[config.mk]
export PLATFORM = sky130hd
export DESIGN_NAME = async_fifo_write_arbiter
export DESIGN_NICKNAME = d
export VERILOG_FILES = /design/src/rtl/async_fifo_pkg.sv /design/src/rtl/rr_priority_pick.sv /design/src/rtl/async_fifo_write_arbiter.sv
export SDC_FILE = /design/constraint.sdc
export NUM_CORES = 1
export LEC_CHECK = 0
export ABC_AREA = 1
export BUFFER_PORTS_ARGS = -buffer_cell sky130_fd_sc_hd__buf_2
export CORE_MARGIN = 5
export CORE_UTILIZATION = 40
export CTS_BUF_LIST = sky130_fd_sc_hd__clkbuf_4
export DETAILED_ROUTE_END_ITERATION = 6
export PLACE_DENSITY = 0.77
export SYNTH_ARGS = -nofsm -noshare
export SYNTH_HDL_FRONTEND = slang
export SYNTH_HIERARCHICAL = 1
export SYNTH_SLANG_ARGS = --single-unit
[constraint.sdc]
create_clock -name write_clk -period 1.5 [get_ports write_clk]
set_input_delay 0.075 -clock write_clk [delete_from_list [all_inputs] [get_ports write_clk]]
set_output_delay 0.075 -clock write_clk [all_outputs]
set_load 0.03 [all_outputs]
[src/rtl/async_fifo_pkg.sv]
// ----------------------------------------------------------------------------
// async_fifo_pkg
//   Shared types and helpers for the async FIFO write-side logic.
//   - arb_state_t : write-port arbiter FSM states.
//   - ONEHOT_MAX  : widest one-hot vector accepted by onehot2idx.
//   - onehot2idx  : converts a one-hot (or all-zero) vector to a binary index.
// ----------------------------------------------------------------------------
package async_fifo_pkg;

    typedef enum logic {
        ARB_IDLE  = 1'b0,
        ARB_BURST = 1'b1
    } arb_state_t;

    // Callers zero-extend their vector to this width before conversion, so
    // designs using onehot2idx are limited to 32 requesters.
    localparam int ONEHOT_MAX = 32;

    // OR-ing the indices of all set bits gives the exact index for a one-hot
    // input and 0 for an all-zero input, with no priority chain.
    function automatic int unsigned onehot2idx(input logic [ONEHOT_MAX-1:0] onehot);
        int unsigned idx;
        idx = 0;
        for (int i = 0; i < ONEHOT_MAX; i++) begin
            if (onehot[i]) begin
                idx = idx | unsigned'(i);
            end
        end
        return idx;
    endfunction

endpackage : async_fifo_pkg

[src/rtl/rr_priority_pick.sv]
// ----------------------------------------------------------------------------
// rr_priority_pick
//   Combinational round-robin selector. Searches req starting just above
//   last_owner and wrapping, so last_owner itself has the lowest priority.
//
//   Ports
//     req        in   NUM_REQ   request vector
//     last_owner in   IDX_W     index of the most recent owner
//     pick       out  NUM_REQ   one-hot winner (0 when no request)
//     found      out  1         at least one request present
// ----------------------------------------------------------------------------
module rr_priority_pick #(
    parameter  int NUM_REQ = 4,
    localparam int IDX_W   = (NUM_REQ > 1) ? $clog2(NUM_REQ) : 1
) (
    input  logic [NUM_REQ-1:0] req,
    input  logic [IDX_W-1:0]   last_owner,
    output logic [NUM_REQ-1:0] pick,
    output logic               found
);

    localparam logic [NUM_REQ-1:0] ONE = NUM_REQ'(1);

    logic [NUM_REQ-1:0] mask_hi;
    logic [NUM_REQ-1:0] req_hi;

    // Requests strictly above last_owner are searched first.
    // NOTE: every combinational output gets a default before any conditional
    // assignment so no path can leave it unassigned and infer a latch.
    always_comb begin
        mask_hi = '0;
        for (int i = 0; i < NUM_REQ; i++) begin
            mask_hi[i] = (i > int'(last_owner));
        end
    end

    assign req_hi = req & mask_hi;

    // x & (~x + 1) isolates the lowest set bit. If nothing is above
    // last_owner, the search wraps to the lowest request overall.
    assign pick  = (|req_hi) ? (req_hi & (~req_hi + ONE))
                             : (req    & (~req    + ONE));
    assign found = |req;

endmodule : rr_priority_pick

[src/rtl/async_fifo_write_arbiter.sv]
// ----------------------------------------------------------------------------
// async_fifo_write_arbiter
//   Shares the single write port of the async FIFO between NUM_REQ requesters
//   in the write_clk domain. Round-robin grant with burst lock: the owner
//   keeps the port until it sends LAST, reaches MAX_BURST beats, or drops
//   valid. A write is never issued while p_write_full is high.
//
//   Parameters
//     NUM_REQ    number of requesters (2..32)
//     DATA_WIDTH FIFO word width
//     MAX_BURST  beats per grant before forced re-arbitration (>=1)
//
//   Ports
//     write_clk     in   1                   FIFO write clock
//     write_rst_n   in   1                   async active-low reset
//     p_req_valid   in   NUM_REQ             requester i has a beat
//     p_req_last    in   NUM_REQ             beat is last of requester i's burst
//     p_req_data    in   NUM_REQ*DATA_WIDTH  requester i data, slice i
//     p_req_ready   out  NUM_REQ             beat of requester i accepted
//     p_write_full  in   1                   FIFO full (registered, write domain)
//     p_write_en    out  1                   FIFO write strobe
//     p_write_data  out  DATA_WIDTH          FIFO write data
//     p_grant       out  NUM_REQ             one-hot owner, 0 when idle
//     p_busy        out  1                   FSM is in BURST
// ----------------------------------------------------------------------------
module async_fifo_write_arbiter
    import async_fifo_pkg::*;
#(
    parameter int NUM_REQ    = 4,
    parameter int DATA_WIDTH = 8,
    parameter int MAX_BURST  = 16
) (
    input  logic                          write_clk,
    input  logic                          write_rst_n,
    input  logic [NUM_REQ-1:0]            p_req_valid,
    input  logic [NUM_REQ-1:0]            p_req_last,
    input  logic [NUM_REQ*DATA_WIDTH-1:0] p_req_data,
    output logic [NUM_REQ-1:0]            p_req_ready,
    input  logic                          p_write_full,
    output logic                          p_write_en,
    output logic [DATA_WIDTH-1:0]         p_write_data,
    output logic [NUM_REQ-1:0]            p_grant,
    output logic                          p_busy
);

    localparam int IDX_W = (NUM_REQ > 1) ? $clog2(NUM_REQ) : 1;
    localparam int CNT_W = $clog2(MAX_BURST + 1);

    localparam logic [CNT_W-1:0] CAP_LAST       = CNT_W'(MAX_BURST - 1);
    localparam logic [IDX_W-1:0] LAST_OWNER_RST = IDX_W'(NUM_REQ - 1);

    // ------------------------------------------------------------------
    // State
    // ------------------------------------------------------------------
    arb_state_t          state;
    logic [NUM_REQ-1:0]  grant;
    logic [IDX_W-1:0]    last_owner;
    logic [CNT_W-1:0]    beat_cnt;

    // ------------------------------------------------------------------
    // Arbitration
    // ------------------------------------------------------------------
    logic [NUM_REQ-1:0]  pick;
    logic                found;

    rr_priority_pick #(
        .NUM_REQ    (NUM_REQ)
    ) u_pick (
        .req        (p_req_valid),
        .last_owner (last_owner),
        .pick       (pick),
        .found      (found)
    );

    // ------------------------------------------------------------------
    // Owner view of the requester bus
    // ------------------------------------------------------------------
    logic                in_burst;
    logic                owner_valid;
    logic                owner_last;
    logic                accept;
    logic                cap_hit;
    logic                release_now;
    logic [IDX_W-1:0]    owner_idx;

    assign in_burst    = (state == ARB_BURST);

    // grant is one-hot while in BURST, so masking and reducing selects the
    // owner's bit without an index mux.
    assign owner_valid = |(p_req_valid & grant);
    assign owner_last  = |(p_req_last  & grant);
    assign owner_idx   = IDX_W'(onehot2idx(ONEHOT_MAX'(grant)));

    // Gating by p_write_full here is the only thing keeping writes out of a
    // full FIFO; every output strobe derives from accept.
    assign accept      = in_burst && owner_valid && !p_write_full;
    assign cap_hit     = (beat_cnt == CAP_LAST);

    // An owner that stalls on full keeps valid high, so it is not released;
    // only an owner that stops offering beats gives up the port.
    assign release_now = in_burst &&
                         (!owner_valid || (accept && (owner_last || cap_hit)));

    // ------------------------------------------------------------------
    // FIFO-side outputs: combinational from registered grant and inputs
    // ------------------------------------------------------------------
    assign p_write_en  = accept;
    assign p_req_ready = accept ? grant : '0;
    assign p_grant     = grant;
    assign p_busy      = in_burst;

    always_comb begin
        p_write_data = '0;
        for (int i = 0; i < NUM_REQ; i++) begin
            if (grant[i]) begin
                p_write_data = p_write_data | p_req_data[i*DATA_WIDTH +: DATA_WIDTH];
            end
        end
    end

    // ------------------------------------------------------------------
    // FSM with registered grant, owner history and beat counter
    // ------------------------------------------------------------------
    // NOTE: sequential state uses non-blocking assignments so every register
    // samples pre-edge values regardless of statement order.
    always_ff @(posedge write_clk or negedge write_rst_n) begin
        if (!write_rst_n) begin
            state      <= ARB_IDLE;
            grant      <= '0;
            last_owner <= LAST_OWNER_RST;
            beat_cnt   <= '0;
        end else begin
            case (state)
                ARB_IDLE: begin
                    // No beat moves this cycle: the grant is registered first.
                    if (found) begin
                        state    <= ARB_BURST;
                        grant    <= pick;
                        beat_cnt <= '0;
                    end
                end

                ARB_BURST: begin
                    if (release_now) begin
                        state      <= ARB_IDLE;
                        grant      <= '0;
                        last_owner <= owner_idx;
                        beat_cnt   <= '0;
                    end else if (accept) begin
                        // Cannot overflow: reaching CAP_LAST with accept releases.
                        beat_cnt <= beat_cnt + CNT_W'(1);
                    end
                end

                default: begin
                    state <= ARB_IDLE;
                    grant <= '0;
                end
            endcase
        end
    end

endmodule : async_fifo_write_arbiter

==> reports/qor.csv <==
metric,value,unit
rrSetupSlack,-0.08,ns
drc_errors,0,
synth_top_area_share,0.291,
syn_nets,208,
worstSetupStartpointType,flip-flop,
critPathArrivalTime,1.58,ns
num-nets-final,283,
area_growth,59.6,%
crit_start,p_grant[1],
hpwlAfterDp,2330,microns
dieArea,3580,sq um
clock.fmax,0.603,GHz
path_clk_slew,0.06,ns
crit_path_cell_trace,nand2_1 -> nand2_2 -> nor2_4 -> nor2_4 -> inv_2 -> nor2_4 -> clkinvlp_4 -> nor2_4 -> buf_6,
syn_inst,163,
leakagePower,0.851,nW
finClkSkew,0.00987,ns
synth_mux_area_frac,0,
tightestPinTransition,0.268,ns
drive_gt1_frac,0.498,
clock_latency,0.27,ns
via_per_inst,4.84,
io_pins,61,
yosys.area_share.adder,0.0252,
relSlewSlack,0.821,
clk_path_buf_depth,2,
crit_end,p_req_ready[3],
ys_ff_latch,12,
criticalPathCategory,reg -> out,
numCtsBuffers,3,
powerDensity,1560,nW/um^2
netlist_top_cells_area,"nand2_1 29%, dfrtp_1 25%, nand4_1 8.2%",
violations,setup timing,
post-route-min-period,1.66,ns
syn-cell-area,993,sq um
grt_pass1_wl,5000,microns
placed_cell_area,1420,sq um
grt.total_usage,0.184,
drt_iter0_drc,34,
worstReg2RegEnd,p_grant[2],
fin_util,0.652,
crit_required,1.42,ns
fin_crit_sh,1.11,
coreArea,2430,sq um
min_path_type,in -> reg,
ant_nets,0,
yosysUniqueCellTypes,20,
cts_sinks,12,
finalMaxSlewViolations,0,
antenna_found_initial,0,
grt_max_degree,14,
maxCapViolations,0,
root_buffer,clkbuf_4,
max_stage_delay,0.37,ns
endpoint_kind,output port,
die_width,59.8,microns
htreeDepth,1,
critPathSlowestCell,dfrtp_2,
final_cell_mix,"67 x nand2_1, 55 x buf_2, 13 x inv_1, 13 x nand4_1, 13 x buf_4",
rsz0062_at_grt,true,
cp_common_cell,nor2_4,
synth-compound-area-share,0.0554,
timing.rr.start,beat_cnt[1],
min_path_cells,5,
synth_top_family_by_area,simple AND/OR/NAND/NOR gates,
critPathMaxFanout,4,
n_antenna_cell,0,
r2r.worst_path.cells,11,
vdd_ir_drop_max,0.000977,V
grt_overflow,0,
wirelength,3150,microns
routedWlPerCell,11.8,microns
yosysWarnings,6,
via_count,1292,
die_h,59.8,microns
fin_area,1590,sq um
place.gp.congestion,0.850,
drtPass1Iterations,4,
setup_viol,10,
grt_pass1_vias,1236,
finalWorstSetupSlack,-0.158,ns
yosys.area.top_type,nand2_1,
yosysSeqAreaShare,0.305,
avgSynthCellArea,6.09,sq um
start_util,0.408,
final_common_cell,nand2_1,
io_buffers,60,
rows,18,
yosys.area_share.xor_xnor,0.00882,
status,finished with violations,
synth_simple_gate_area_frac,0.523,
cts_tree,yes,
timing_hold_violations_final,0,
state kept, by name, indices dropped and copies added (netlist names):
| signal | cells |
|---|---|
| p_grant | 4 |
| last_owner | 2 |
| beat_cnt | 5 |
| p_busy | 1 |
kinds of logic (layout without fill, tap and decap cells):
group           count (synthesis)  count (layout)
xor+xnor                        1               1
compound gates                  9               9
buf+inv                        22              96
flops                          12              12
fa+ha+maj                       2               2
simple gates                  117             117
cells in the mapped netlist:
| library cell | count |
|---|---|
| nand2_1 | 77 |
| inv_1 | 15 |
| nand4_1 | 13 |
| nor2_1 | 12 |
| dfrtp_1 | 10 |
| nand3_1 | 6 |
| o21ai_0 | 5 |
| clkbuf_1 | 4 |
| inv_2 | 3 |
| nand2_2 | 3 |
| dfstp_2 | 2 |
| ha_1 | 2 |
| nand3_2 | 2 |
| nor2_4 | 2 |
| o21ai_1 | 2 |
| a21oi_2 | 1 |
| nor2_2 | 1 |
| o21bai_2 | 1 |
| or2_1 | 1 |
| xor2_1 | 1 |
per-layer routing:
metal,wire length (microns),GRT usage,share of wire
met4,40,0.0791,0.013
met2,1470,0.326,0.47
met5,0,0,0
met3,244,0.0281,0.078
met1,1390,0.217,0.44
worst min-delay path by stage:
stage | end | from
after floorplan | beat_cnt[0] | write_rst_n
after global placement | beat_cnt[2] | write_rst_n
after detailed placement | p_grant[0] | write_rst_n
after CTS | p_grant[0] | p_req_valid[0]
after global routing | p_grant[3] | p_req_valid[3]
final | p_grant[0] | p_req_valid[0]
critical path, delay by kind of cell, from the launching register on:
family | cells | cell delay (ns)
and+or+nand+nor | 6 | 0.56
buffers and inverters | 3 | 0.38
DFF | 1 | 0.37
metrics by stage:
step / worst slack, ns / TNS, ns / instances / power (mW) / hold slack (ns)
after floorplan: -0.0126 / -0.0503 / 163 / 1.57 / -0.221
after CTS: -0.153 / -0.800 / 267 / 2.38 / 0.156
final: -0.158 / -0.967 / 267 / 2.47 / 0.176
after detailed placement: -0.0647 / -0.304 / 257 / 2.03 / -0.0385
after global placement: 0.0163 / 0 / 257 / 2.02 / -0.0397
after global routing: -0.263 / -2.19 / 267 / 2.66 / 0.190
final cells by class:
cell class / count / area (sq um)
clock buffers: 3 / 22.5
repair buffers: 74 / 439
multi-input cells: 129 / 702
inverters: 18 / 71.3
well taps: 30 / 37.5
fillers: 226 / 847
clock inverters: 1 / 3.75
flip-flops and latches: 12 / 309
power by group:
part	switching (mW)	leakage [nW]	total, mW	internal, mW
registers	0.0674	0.149	0.498	0.430
clock network	0.102	0.0154	0.199	0.0963
logic	1.18	0.687	1.77	0.585
total	1.35	0.851	2.47	1.11
repair_timing:
item / CTS / global route
hold buffers: 1 / 0
endpoints found under the setup margin: 12 / 16
resized for setup: 18 / 15
pin swaps: 8 / 8
buffers inserted: 5 / 1
endpoints found under the hold margin: 12 / 0
(Power assumes the default switching activity.)
